**src/rtl/mac_window.sv**
```systemverilog
// Windowed signed multiply-accumulate: bias + sum of KLEN products, two-stage pipeline, valid/ready on both sides.
// Build option: define MAC_WINDOW_SAT_EN to saturate out_data to OUT_W bits instead of wrapping.
module mac_window #(
    parameter int A_W   = 16,
    parameter int B_W   = 16,
    parameter int C_W   = 28,
    parameter int ACC_W = 40,
    parameter int OUT_W = 33,
    parameter int KLEN  = 25
) (
    input  logic                    clk,
    input  logic                    rst,
    input  logic                    en,
    input  logic                    sclr,
    input  logic                    in_valid,
    output logic                    in_ready,
    input  logic signed [A_W-1:0]   a,
    input  logic signed [B_W-1:0]   b,
    input  logic signed [C_W-1:0]   bias,
    output logic                    out_valid,
    input  logic                    out_ready,
    output logic signed [OUT_W-1:0] out_data
);
    localparam int P_W = A_W + B_W;
    localparam int CNT_W = (KLEN > 1) ? $clog2(KLEN) : 1;
    localparam logic [CNT_W-1:0] LAST_TERM = CNT_W'(KLEN - 1);

    typedef enum logic {IDLE, ACCUM} state_t;

    state_t                  state_reg, state_next;
    logic [CNT_W-1:0]        cnt_reg, cnt_next;
    logic signed [P_W-1:0]   p_r;
    logic                    p_vld, p_first, p_last;
    logic signed [C_W-1:0]   bias_r;
    logic signed [ACC_W-1:0] acc_reg, acc_sum;
    logic signed [P_W-1:0]   prod;
    logic signed [OUT_W-1:0] result;
    logic                    stall, advance, accept, term_first, term_last;

    assign stall      = out_valid & ~out_ready;
    assign advance    = en & ~stall & ~sclr;
    assign in_ready   = en & ~stall;
    assign accept     = advance & in_valid;
    assign term_first = (state_reg == IDLE);
    assign term_last  = (cnt_reg == LAST_TERM);
    assign prod       = a * b;

    always_comb begin
        state_next = state_reg;
        cnt_next   = cnt_reg;
        if (accept) begin
            cnt_next = term_last ? '0 : cnt_reg + CNT_W'(1);
            case (state_reg)
                IDLE:    if (KLEN > 1) state_next = ACCUM;
                ACCUM:   if (term_last) state_next = IDLE;
                default: state_next = IDLE;
            endcase
        end
    end

    // The first product of a window restarts the sum from the bias captured alongside it.
    assign acc_sum = (p_first ? ACC_W'(bias_r) : acc_reg) + ACC_W'(p_r);

`ifdef MAC_WINDOW_SAT_EN
    localparam logic signed [ACC_W-1:0] SAT_MAX = {{(ACC_W-OUT_W+1){1'b0}}, {(OUT_W-1){1'b1}}};
    localparam logic signed [ACC_W-1:0] SAT_MIN = ~SAT_MAX;

    always_comb begin
        if (acc_sum > SAT_MAX)
            result = SAT_MAX[OUT_W-1:0];
        else if (acc_sum < SAT_MIN)
            result = SAT_MIN[OUT_W-1:0];
        else
            result = acc_sum[OUT_W-1:0];
    end
`else
    assign result = acc_sum[OUT_W-1:0];
`endif

    always_ff @(posedge clk or negedge rst) begin
        if (!rst) begin
            state_reg <= IDLE;
            cnt_reg   <= '0;
            p_r       <= '0;
            p_vld     <= 1'b0;
            p_first   <= 1'b0;
            p_last    <= 1'b0;
            bias_r    <= '0;
            acc_reg   <= '0;
            out_valid <= 1'b0;
            out_data  <= '0;
        end else if (en) begin
            if (sclr) begin
                state_reg <= IDLE;
                cnt_reg   <= '0;
                p_vld     <= 1'b0;
                out_valid <= 1'b0;
            end else if (!stall) begin
                state_reg <= state_next;
                cnt_reg   <= cnt_next;
                p_r       <= prod;
                p_vld     <= in_valid;
                p_first   <= term_first;
                p_last    <= term_last;
                if (in_valid && term_first)
                    bias_r <= bias;
                if (p_vld)
                    acc_reg <= acc_sum;
                // Not stalled means any pending result is being taken this edge.
                out_valid <= p_vld & p_last;
                if (p_vld && p_last)
                    out_data <= result;
            end
        end
    end
endmodule

```
**config.mk**
```make
export PLATFORM = sky130hd
export DESIGN_NAME = mac_window
export DESIGN_NICKNAME = d
export VERILOG_FILES = /design/src/rtl/mac_window.sv
export SDC_FILE = /design/constraint.sdc
export NUM_CORES = 1
export LEC_CHECK = 0
export ABC_AREA = 1
export ABC_CLOCK_PERIOD_IN_PS = 3400
export CORE_UTILIZATION = 55
export CTS_BUF_LIST = sky130_fd_sc_hd__clkbuf_8
export DETAILED_ROUTE_END_ITERATION = 7
export GPL_TIMING_DRIVEN = 0
export PLACE_DENSITY = 0.8
export SLEW_MARGIN = 20
export SYNTH_ARGS = -nofsm -noshare
export SYNTH_HDL_FRONTEND = slang
export SYNTH_SLANG_ARGS = --single-unit
```
**constraint.sdc**
```tcl
create_clock -name clk -period 3.4 [get_ports clk]
set_input_delay 0.51 -clock clk [delete_from_list [all_inputs] [get_ports clk]]
set_output_delay 0.51 -clock clk [all_outputs]
set_load 0.1 [all_outputs]
```
# Word level (Yosys, flattened, before mapping)

Cells that the tools add are included.

Register bits: 143
Bits of input ports: 66
Output and inout port bits: 35
Word-level logic and storage cells: 47

$add $sub $neg: 2
Multiply operators: 1
Equal/unequal tests: 2
Mux-type cells: 14
Bitwise logic cells: 9
Reduce and logical (&&, ||, !) cells: 9

Operator list:

| operator              | count |
|---|---|
| $add A40 B32 Y40      | 1 |
| $mux W40              | 1 |
| $mul A16 B16 Y32      | 1 |
| $mux W5               | 4 |
| $reduce_and A4 Y1     | 3 |
| $mux W1               | 8 |
| $reduce_and A3 Y1     | 2 |
| $add A5 B1 Y5 const B | 1 |
| $and A1 B1 Y1         | 5 |
| $eq A5 B5 Y1 const B  | 1 |
| $not A1 Y1            | 4 |
| $logic_and A1 B1 Y1   | 2 |
| $ne A2 B2 Y1 const B  | 1 |
| $pmux W1 S2           | 1 |
| $reduce_and A2 Y1     | 1 |
| $reduce_bool A2 Y1    | 1 |

# Logic depth before layout (Yosys ltp)

Depth in word-level cells: 9
Gate-level depth with buffers: 29
Gate-level depth less buffers: 27

# Worst setup path before layout

OpenSTA, ideal clock, no wires.

Kind: in2reg
Start: in a[15]
End: reg p_r[31]
Setup time: 0.117 ns
Data arrival time: 5.474 ns
Data required time: 3.283 ns
Setup slack: -2.192 ns
Stages on the path: 24
Buffers on the path: 1
Cells stage by stage: clkbuf_1 -> nand2_1 -> inv_1 -> fa_1 -> fa_1 -> inv_1 -> fa_1 -> fa_1 -> inv_1 -> fa_1 -> inv_1 -> fa_1 -> inv_1 -> ha_1 -> nand2_1 -> inv_1 -> nand2_1 -> nand2_1 -> a21oi_1 -> nand2_1 -> nor2_1 -> nand2_1 -> nand3_1 -> nand2_1

Longest elaborated chain between the ends: 1

RTL lines:

| item                   | line | text |
|---|---|---|
| start: declaration     | 17   | `input logic signed [A_W-1:0] a,` |
| $mul A16 B16 Y32       | 46   | `assign prod = a * b;` |
| end signal: assignment | 101  | `p_r <= prod;` |
| end: declaration       | 32   | `logic signed [P_W-1:0] p_r;` |

No other way between the ends.
A chain may end at the register's enable or synchronous reset.

# Final worst setup path

Start: in a[15]
End: reg p_r[30]

The elaborated chain is that of the path after synthesis.

==> impl_results.md <==
- Start point of the worst min-delay path: a[0]
- Clock tree from TritonCTS: built
- Clock input transition at the sequential cells of the worst setup and hold paths: 0.08 ns
- Fin. Hold Viols: 0
- Register-to-register path setup slack: 0.19 ns
- Data arrival time at the worst-slack endpoint: 5.60 ns
- Result of the run: finished, violations left
- Unrepaired setup endpoints after global routing: true
- Most common cell after layout, fill and taps aside: sky130_fd_sc_hd__nand2_1
- Worst Hold Path Cells: 3
- Global-route wire length before repair: 93100 um
- Total global-route track usage: 0.3442
- Share of layout cells above drive strength 1: 0.1857
- CTS sink count: 136
- Post-detailed-routing wire length: 58080 um
- Setup Skew: 0.01086 ns
- Maximum number of pins on one net before global-route repair: 75
- Vias in the first global route: 18.12k
- CP max stage delay: 0.61 ns
- DR vias/cell: 5.261
- Setup CP Type: input port to flop
- Worst-path cell with the longest stage delay: sky130_fd_sc_hd__fa_2
- Number of buffers on the longest clock path: 2
- Port bufs: 75
- Area grow syn2layout: 26.98%
- Total placed cells including tap cells: 3133
- DR vias: 17.12k
- Total number of nets in the final design: 3239
- Clk_lat worst skew: 0.47 ns
- Post-synthesis average cell area: 7.241 sq um
- H-tree Lvls: 4
- Post-route design area: 0.02399 sq mm
- Yosys Warn Count: 0
- Die span in x: 187.3 um
- Top FF cell, synth: sky130_fd_sc_hd__dfrtp_1
- Worst-case headroom to the max-slew limit: 0.3246
- Max-cap violation count: 0
- Setup violators final: 26
- Data required time of the worst path: 3.76 ns
- Final setup slack of the worst path: -1.836 ns
- Period utilisation layout: 1.540
- Core Box Area: 0.03370 sq mm
- Final critical path time including I/O delays and setup: 5.236 ns
- Final cell count without fillers: 3254
- Leading cell types in the layout, fill and taps excluded: sky130_fd_sc_hd__nand2_1 (811), sky130_fd_sc_hd__inv_1 (586), sky130_fd_sc_hd__fa_1 (241)
- Overflow left after global routing: 0
- Number of optimization iterations in the first detailed-route pass: 5
- Detail Placement HPWL: 46170 um
- Count of standard-cell rows: 67
- Placer Congestion: 0.9708
- Number of max-slew violations in the final report: 0
- Sum of negative setup slack: -37.92 ns
- Number of synthesized flops with an enable pin: 0
- Diodes inserted: 0
- Die outline area: 0.03509 sq mm
- Drt drc: 0
- Critical path startpoint category: input port
- Die height: 187.3 um
- Worst-case hold path end point: p_r[0]
- I/O pin count: 101
- FF-to-FF path depth: 13
- Post-placement cell area: 0.02142 sq mm
- Critical R2R Launch: p_first
- Largest fanout on the critical path: 6
- Antenna violations before repair: 0
- Area of the mapped netlist: 0.01889 sq mm
- Number of clock buffers inserted by TritonCTS: 17
- Clk root buf: sky130_fd_sc_hd__clkbuf_8
- Mean routed wirelength per cell: 17.85 um
- Sequential share of the synthesized area: 0.1801
- Async set-reset flop share out of synthesis: 1.000
- Worst Hold Class: input port to flop
- Register bit count reported by yosys: 136
- Violations in the final reports: setup timing
- Worst-margin pin slew: 1.010 ns
- CP endpoint kind: flop
- Fmax achieved: 191.0 MHz
- Unique cell type count in the Yosys netlist: 39
- Drt initial violations: 1227
- Synth Net Count: 3054
- Cells after Synth: 2609
- Antenna Violating Nets Remaining: 0
- Endpoint of the lowest-slack register-to-register path: acc_reg[22]
- Initial cell density of the core: 0.5606
routing by layer:
layer  global-route usage  vias to the layer above  part of all wire
li1                     -                     8011                 -
met1               0.4654                     8322              0.42
met2               0.5423                      660              0.46
met3              0.09156                      126             0.095
met4               0.1037                        0             0.025
met5                    0                        -                 0
Yosys cell counts, types with 20 or more instances:
| master | n | area, sq um |
|---|---|---|
| sky130_fd_sc_hd__mux2_2 | 22 | 247.7 |
| sky130_fd_sc_hd__ha_1 | 116 | 1451 |
| sky130_fd_sc_hd__nor3_1 | 20 | 100.1 |
| sky130_fd_sc_hd__o21ai_0 | 58 | 290.3 |
| sky130_fd_sc_hd__clkbuf_1 | 71 | 266.5 |
| sky130_fd_sc_hd__dfrtp_1 | 136 | 3403 |
| sky130_fd_sc_hd__nand2_1 | 889 | 3337 |
| sky130_fd_sc_hd__inv_1 | 648 | 2432 |
| sky130_fd_sc_hd__nand4_1 | 21 | 131.4 |
| sky130_fd_sc_hd__fa_1 | 263 | 5265 |
| sky130_fd_sc_hd__a21oi_1 | 48 | 240.2 |
| sky130_fd_sc_hd__nand3_1 | 124 | 620.6 |
| sky130_fd_sc_hd__nor2_1 | 99 | 371.6 |
final cells by class:
class | instances | area [sq um]
sequential | 136 | 3405
multi-input combinational | 1735 | 14230
buffer | 83 | 1196
clock inverter | 11 | 171.4
clock buffer | 20 | 275.3
tap | 448 | 560.5
fill | 2672 | 9712
timing repair buffer | 167 | 1665
inverter | 654 | 2487
cell families after synthesis:
family          count (synthesis)  share of synthesized area
fa+ha+maj                     379                     0.3555
buf+inv                       738                     0.1482
simple gates                 1188                     0.2560
flops                         136                     0.1801
xor+xnor                       21                   0.009736
compound gates                119                    0.03365
mux                            28                    0.01669
timing repair:
action | 4_1_cts | 5_1_grt
pin swaps | 111 | 90
endpoints found under the hold margin | 11 | 0
setup buffers | 57 | 34
setup endpoints to repair | 79 | 47
hold buffers | 1 | 0
cloned | 1 | 0
resized for setup | 248 | 108
through the flow:
stage          utilization  setup slack, ns  hold slack [ns]
6_report            0.7118           -1.836           0.4281
5_1_grt             0.7118           -2.024           0.4431
4_1_cts             0.6938           -1.748           0.4189
3_5_place_dp        0.6357           -3.308           0.4658
3_3_place_gp        0.6347           -3.382           0.4588
2_1_floorplan            -           -1.790           0.2144
worst max-delay path: cells and delay by family:
kind                       cells  cell delay (ns)
buffers and inverters          8             0.66
and+or+nand+nor               10             0.90
adders and majority gates      7             3.52
worst max path at each step:
stage / startpoint / end / slack, ns / cells past startpoint
3_5_place_dp: a[5] / p_r[22] / -3.31 / 24
3_3_place_gp: rst / bias_r[23] / -3.38 / 1
5_1_grt: a[15] / p_r[30] / -2.02 / 25
4_1_cts: a[15] / p_r[30] / -1.75 / 25
2_1_floorplan: a[15] / p_r[30] / -1.79 / 23
6_report: a[15] / p_r[30] / -1.84 / 25
Power is left out: the tool's default activity adds up to more than one toggle a clock period on the data nets, which glitch-free logic cannot reach.
==> patch 1, RTL diff (same settings) <==
The option `MAC_WINDOW_SAT_EN` is turned on by a define.
--- a/src/rtl/mac_window.sv
+++ b/src/rtl/mac_window.sv
@@ -1,5 +1,7 @@
 // Windowed signed multiply-accumulate: bias + sum of KLEN products, two-stage pipeline, valid/ready on both sides.
 // Build option: define MAC_WINDOW_SAT_EN to saturate out_data to OUT_W bits instead of wrapping.
+`define MAC_WINDOW_SAT_EN
+
 module mac_window #(
     parameter int A_W   = 16,
     parameter int B_W   = 16,
Behaviour: no difference found for any inputs over 10 cycles, from zero or initial values and one cycle with rst low; that may be too few to reach the edited logic, so the function may still have changed.
==> patch 1 against the original RTL <==
The flow still finishes with violations (setup timing). Sequential cell count grew 7. Area after synthesis grew 2.2%. Non-clock buffer count grew 28. Worst setup slack lost 0.053 ns. Critical path depth shrank 2. Via count grew 1.2%. Fmax shrank 1.0%. Register-to-register slack lost 0.13 ns. Hold slack lost 0.0094 ns. Clock skew grew 0.0040 ns. Routed wire length grew 1.8%. Cell area grew 3.0%. Critical endpoint is now p_r[26]$_DFFE_PN0P_.
Power is left out: the tool's default activity adds up to more than one toggle a clock period on the data nets, which glitch-free logic cannot reach.
==> patch 1: results (changes against the original RTL) <==
[worst_setup_path]
critPathSlowestCell = fa_1
startpoint = b[15]
crit_path_end = p_r[26]$_DFFE_PN0P_
worstRegToRegCells = 18  ; +5
reg2reg_slack_ns = 0.06  ; -0.13 ns
reg2reg_to = out_data[15]$_DFFE_PN0P_

[synthesis]
synthTopCellsByArea = fa_1, dfrtp_1, nand2_1
synth_commonest_cells = nand2_1, inv_1, fa_1
synth.distinct_cells = 45  ; +15%

[cells_and_area]
multi_input_area_share = 0.603  ; +0.00975
fillCellCount = 2678  ; +0.22%
buffers_excl_clock = 278  ; +11%
seq_share = 0.145  ; +0.00296
final_util = 0.715  ; +0.00341

[timing]
layout_setup_ws_ns = -1.89  ; -0.0529 ns
finalSetupViolCount = 26  ; unchanged

[placed_design]
dp.cells = 3122  ; -0.35%
io_buffer_count = 72  ; -4.0%
place_ws_ns = -3.49  ; -0.185 ns

[status]
outcome = complete, but fails checks
violations = setup timing

[route]
wl_met2_mm = 29.8  ; +13%
m1WireLength_mm = 22.2  ; -9.9%
vias = 17300  ; +1.2%

[global_routing]
grt_max_degree = 84  ; +12%
grt_pass1_vias = 18000  ; -0.63%

[clock_network]
insertion_delay_ns = 0.49  ; +0.02 ns
cts_resized = 226  ; -8.9%

[floorplan]
rows = 68  ; +1.5%

patch 1: kinds of logic (layout without fill, tap and decap cells):
logic type	count (synthesis)	count (layout)	share of synthesized area
AND/OR/NAND/NOR	1074	1074	0.221
XOR/XNOR	57	57	0.0263
AO/OA/AOI/OAI	217	217	0.0619
multiplexers	28	28	0.0163
adder cells (fa/ha/maj)	386	386	0.353
flip-flops	143	143	0.185
buffers and inverters	689	903	0.137
patch 1: worst register-to-register path, stage by stage, from the launching register on:
cell and delay, ns:
dfrtp_2 0.48, buf_8 0.17, buf_4 0.17, nand2_1 0.10
nand2_1 0.17, ha_1 0.35, nand3_1 0.09, nand3_2 0.15
nand2_1 0.07, nand2_1 0.20, nand2_1 0.09, nand2_1 0.15
nand2_1 0.07, nand2_1 0.16, xor2_1 0.58, nand2_1 0.12
nand2_1 0.08, nand2_1 0.05, nand2_1 0.05
==> patch 2, RTL diff (same flow settings) <==
Without the edit above. Make the reset (`rst`) synchronous in one clocked block.
--- a/src/rtl/mac_window.sv
+++ b/src/rtl/mac_window.sv
@@ -77,7 +77,7 @@
     assign result = acc_sum[OUT_W-1:0];
 `endif
 
-    always_ff @(posedge clk or negedge rst) begin
+    always_ff @(posedge clk) begin
         if (!rst) begin
             state_reg <= IDLE;
             cnt_reg   <= '0;
Formal check against the unedited RTL: same outputs for any inputs over 10 cycles, from zero or initial values and one cycle with rst low; that may be too few to reach the edited logic, so the function may still have changed.
==> patch 2 against the original RTL <==
The flow still finishes with violations (setup timing). Cell area decreased by 1.5%. Worst setup slack got worse by 0.11 ns. Sequential share of layout area decreased by 2.7 points. Cell count increased by 4.7%. Clock skew increased by 0.0034 ns. Sequential cell count unchanged. Routed wire length increased by 7.9%. Critical path depth decreased by 1. Global-route usage increased by 1.9 points. Area after synthesis increased by 0.45%. Critical endpoint is now p_r[30]$_SDFFE_PN0P_. Largest cell class unchanged.
Power is left out: the tool's default activity adds up to more than one toggle a clock period on the data nets, which glitch-free logic cannot reach.
==> patch 2: results (changes against the original RTL) <==
[synthesis]
synthTopCellsByArea = fa_1, inv_1, dfxtp_1
synth.distinct_cells = 42  ; +7.7%
synth-compound-area-share = 0.0713  ; +0.0376
synth-xor-area-share = 0.0111  ; +0.00134
muxShareOfSynthArea = 0.00297  ; -0.0137
synthAdderAreaFrac = 0.354  ; -0.00159
async_reset_ff_frac = 0  ; -1.00
synth_commonest_cells = inv_1, nand2_1, fa_1
synth-seq-area-share = 0.143  ; -0.0367

[worst_hold_path]
min_to = acc_reg[0]$_SDFFE_PN0P_
min-delay-start = acc_reg[0]$_SDFFE_PN0P_
whs_path_depth = 2  ; -1
hold_class = register to register

[floorplan]
fp.dieArea_mm2 = 0.0353  ; +0.44%

[worst_setup_path]
reg2reg_slack_ns = 0.22  ; +0.03 ns
cp_max_fo = 7  ; +1
reg2reg_to = out_data[30]$_SDFFE_PN0P_
arrival_ns = 5.71  ; +0.11 ns

[placed_design]
place.gp.congestion = 0.986  ; +1.6%
dpl.hpwl_mm = 50.1  ; +8.4%

[cells_and_area]
drive_gt1_frac = 0.172  ; -0.0137
nNetsFinal = 3392  ; +4.7%
fillCellCount = 2743  ; +2.7%

[global_routing]
grt_pass1_vias = 18600  ; +2.9%
grt_antenna_before_repair = 1  ; +1
grt_max_degree = 17  ; -77%

[timing]
finalSetupViolCount = 26  ; unchanged
layout_setup_ws_ns = -1.95  ; -0.113 ns
worstMarginPinSlew_ns = 1.02  ; +0.00609 ns

[status]
outcome = complete, but fails checks
violations = setup timing

[route]
first_pass_iters = 6  ; +1
routed_wl_mm = 62.7  ; +7.9%
drt_iter0_markers = 1722  ; +40%

patch 2: changes by cell type after synthesis, sizes merged, moves of 12 or more:
cell    unedited run  this run
nor2             102       215
inv              652       777
dfxtp              0       136
o21ai             59       108
o211ai             0        12
nand2            889       716
o21bai             6        19
a21oi             48        87
mux2              28         5
dfrtp            136         0
patch 2: worst max path at each step:
stage / cells after the start / start / slack, ns / end
after floorplan: 23 / b[3] / -1.84 / p_r[30]$_SDFFE_PN0P_
after CTS: 25 / a[15] / -1.71 / p_r[29]$_SDFFE_PN0P_
after global routing: 23 / a[15] / -1.98 / p_r[30]$_SDFFE_PN0P_
after global placement: 23 / a[15] / -3.11 / p_r[31]$_SDFFE_PN0P_
after detailed placement: 23 / a[15] / -3.19 / p_r[31]$_SDFFE_PN0P_
final: 24 / a[15] / -1.95 / p_r[30]$_SDFFE_PN0P_
patch 2: worst min-delay path: stages, from the launching register on:
cell and delay (ns):
dfxtp_1 0.31, inv_1 0.06, a21oi_1 0.05
patch 2: kinds of logic after synthesis:
kind of cell	after synthesis
AND/OR/NAND/NOR	1113
buffers and inverters	879
adder cells (fa/ha/maj)	379
AO/OA/AOI/OAI	245
flip-flops	136
XOR/XNOR	24
multiplexers	5
patch 2: cell type report:
class / count / area, µm² / share of cell area
inverters: 777 / 2930 / 0.124
flip-flops and latches: 136 / 2720 / 0.115
plain buffers: 102 / 1190 / 0.0505
well taps: 448 / 561 / 0.0237
repair buffers: 147 / 1400 / 0.0594
clock buffers: 17 / 234 / 0.00991
clock inverters: 15 / 184 / 0.00779
multi-input cells: 1766 / 14400 / 0.609
patch 2: timing repair:
| item | 4_1_cts | 5_1_grt |
|---|---|---|
| gates resized for setup | 242 | 74 |
| buffers inserted | 49 | 18 |
| pin swaps | 91 | 62 |
| endpoints found under the setup margin | 29 | 35 |
| hold buffers | 0 | 0 |
| cloned | 3 | 2 |
patch 2: routing by layer:
metal	up-vias	global-route usage	routed length [µm]
met4	4	0.0897	1470
met5	-	0.0206	120
li1	8455	-	-
met3	115	0.0984	7000
met2	842	0.566	27500
met1	8696	0.498	26600
patch 2: per-stage QoR:
step / TNS (ns) / setup slack (ns) / util / cells / hold slack [ns]
floorplan: -38.33 / -1.84 / - / 2781 / 0.424
global placement: -72.84 / -3.11 / 0.637 / 3304 / 0.441
detailed placement: -74.29 / -3.19 / 0.637 / 3304 / 0.447
CTS: -36.81 / -1.71 / 0.690 / 3388 / 0.461
global route: -42.58 / -1.98 / 0.701 / 3408 / 0.489
finish: -39.44 / -1.95 / 0.701 / 3408 / 0.460
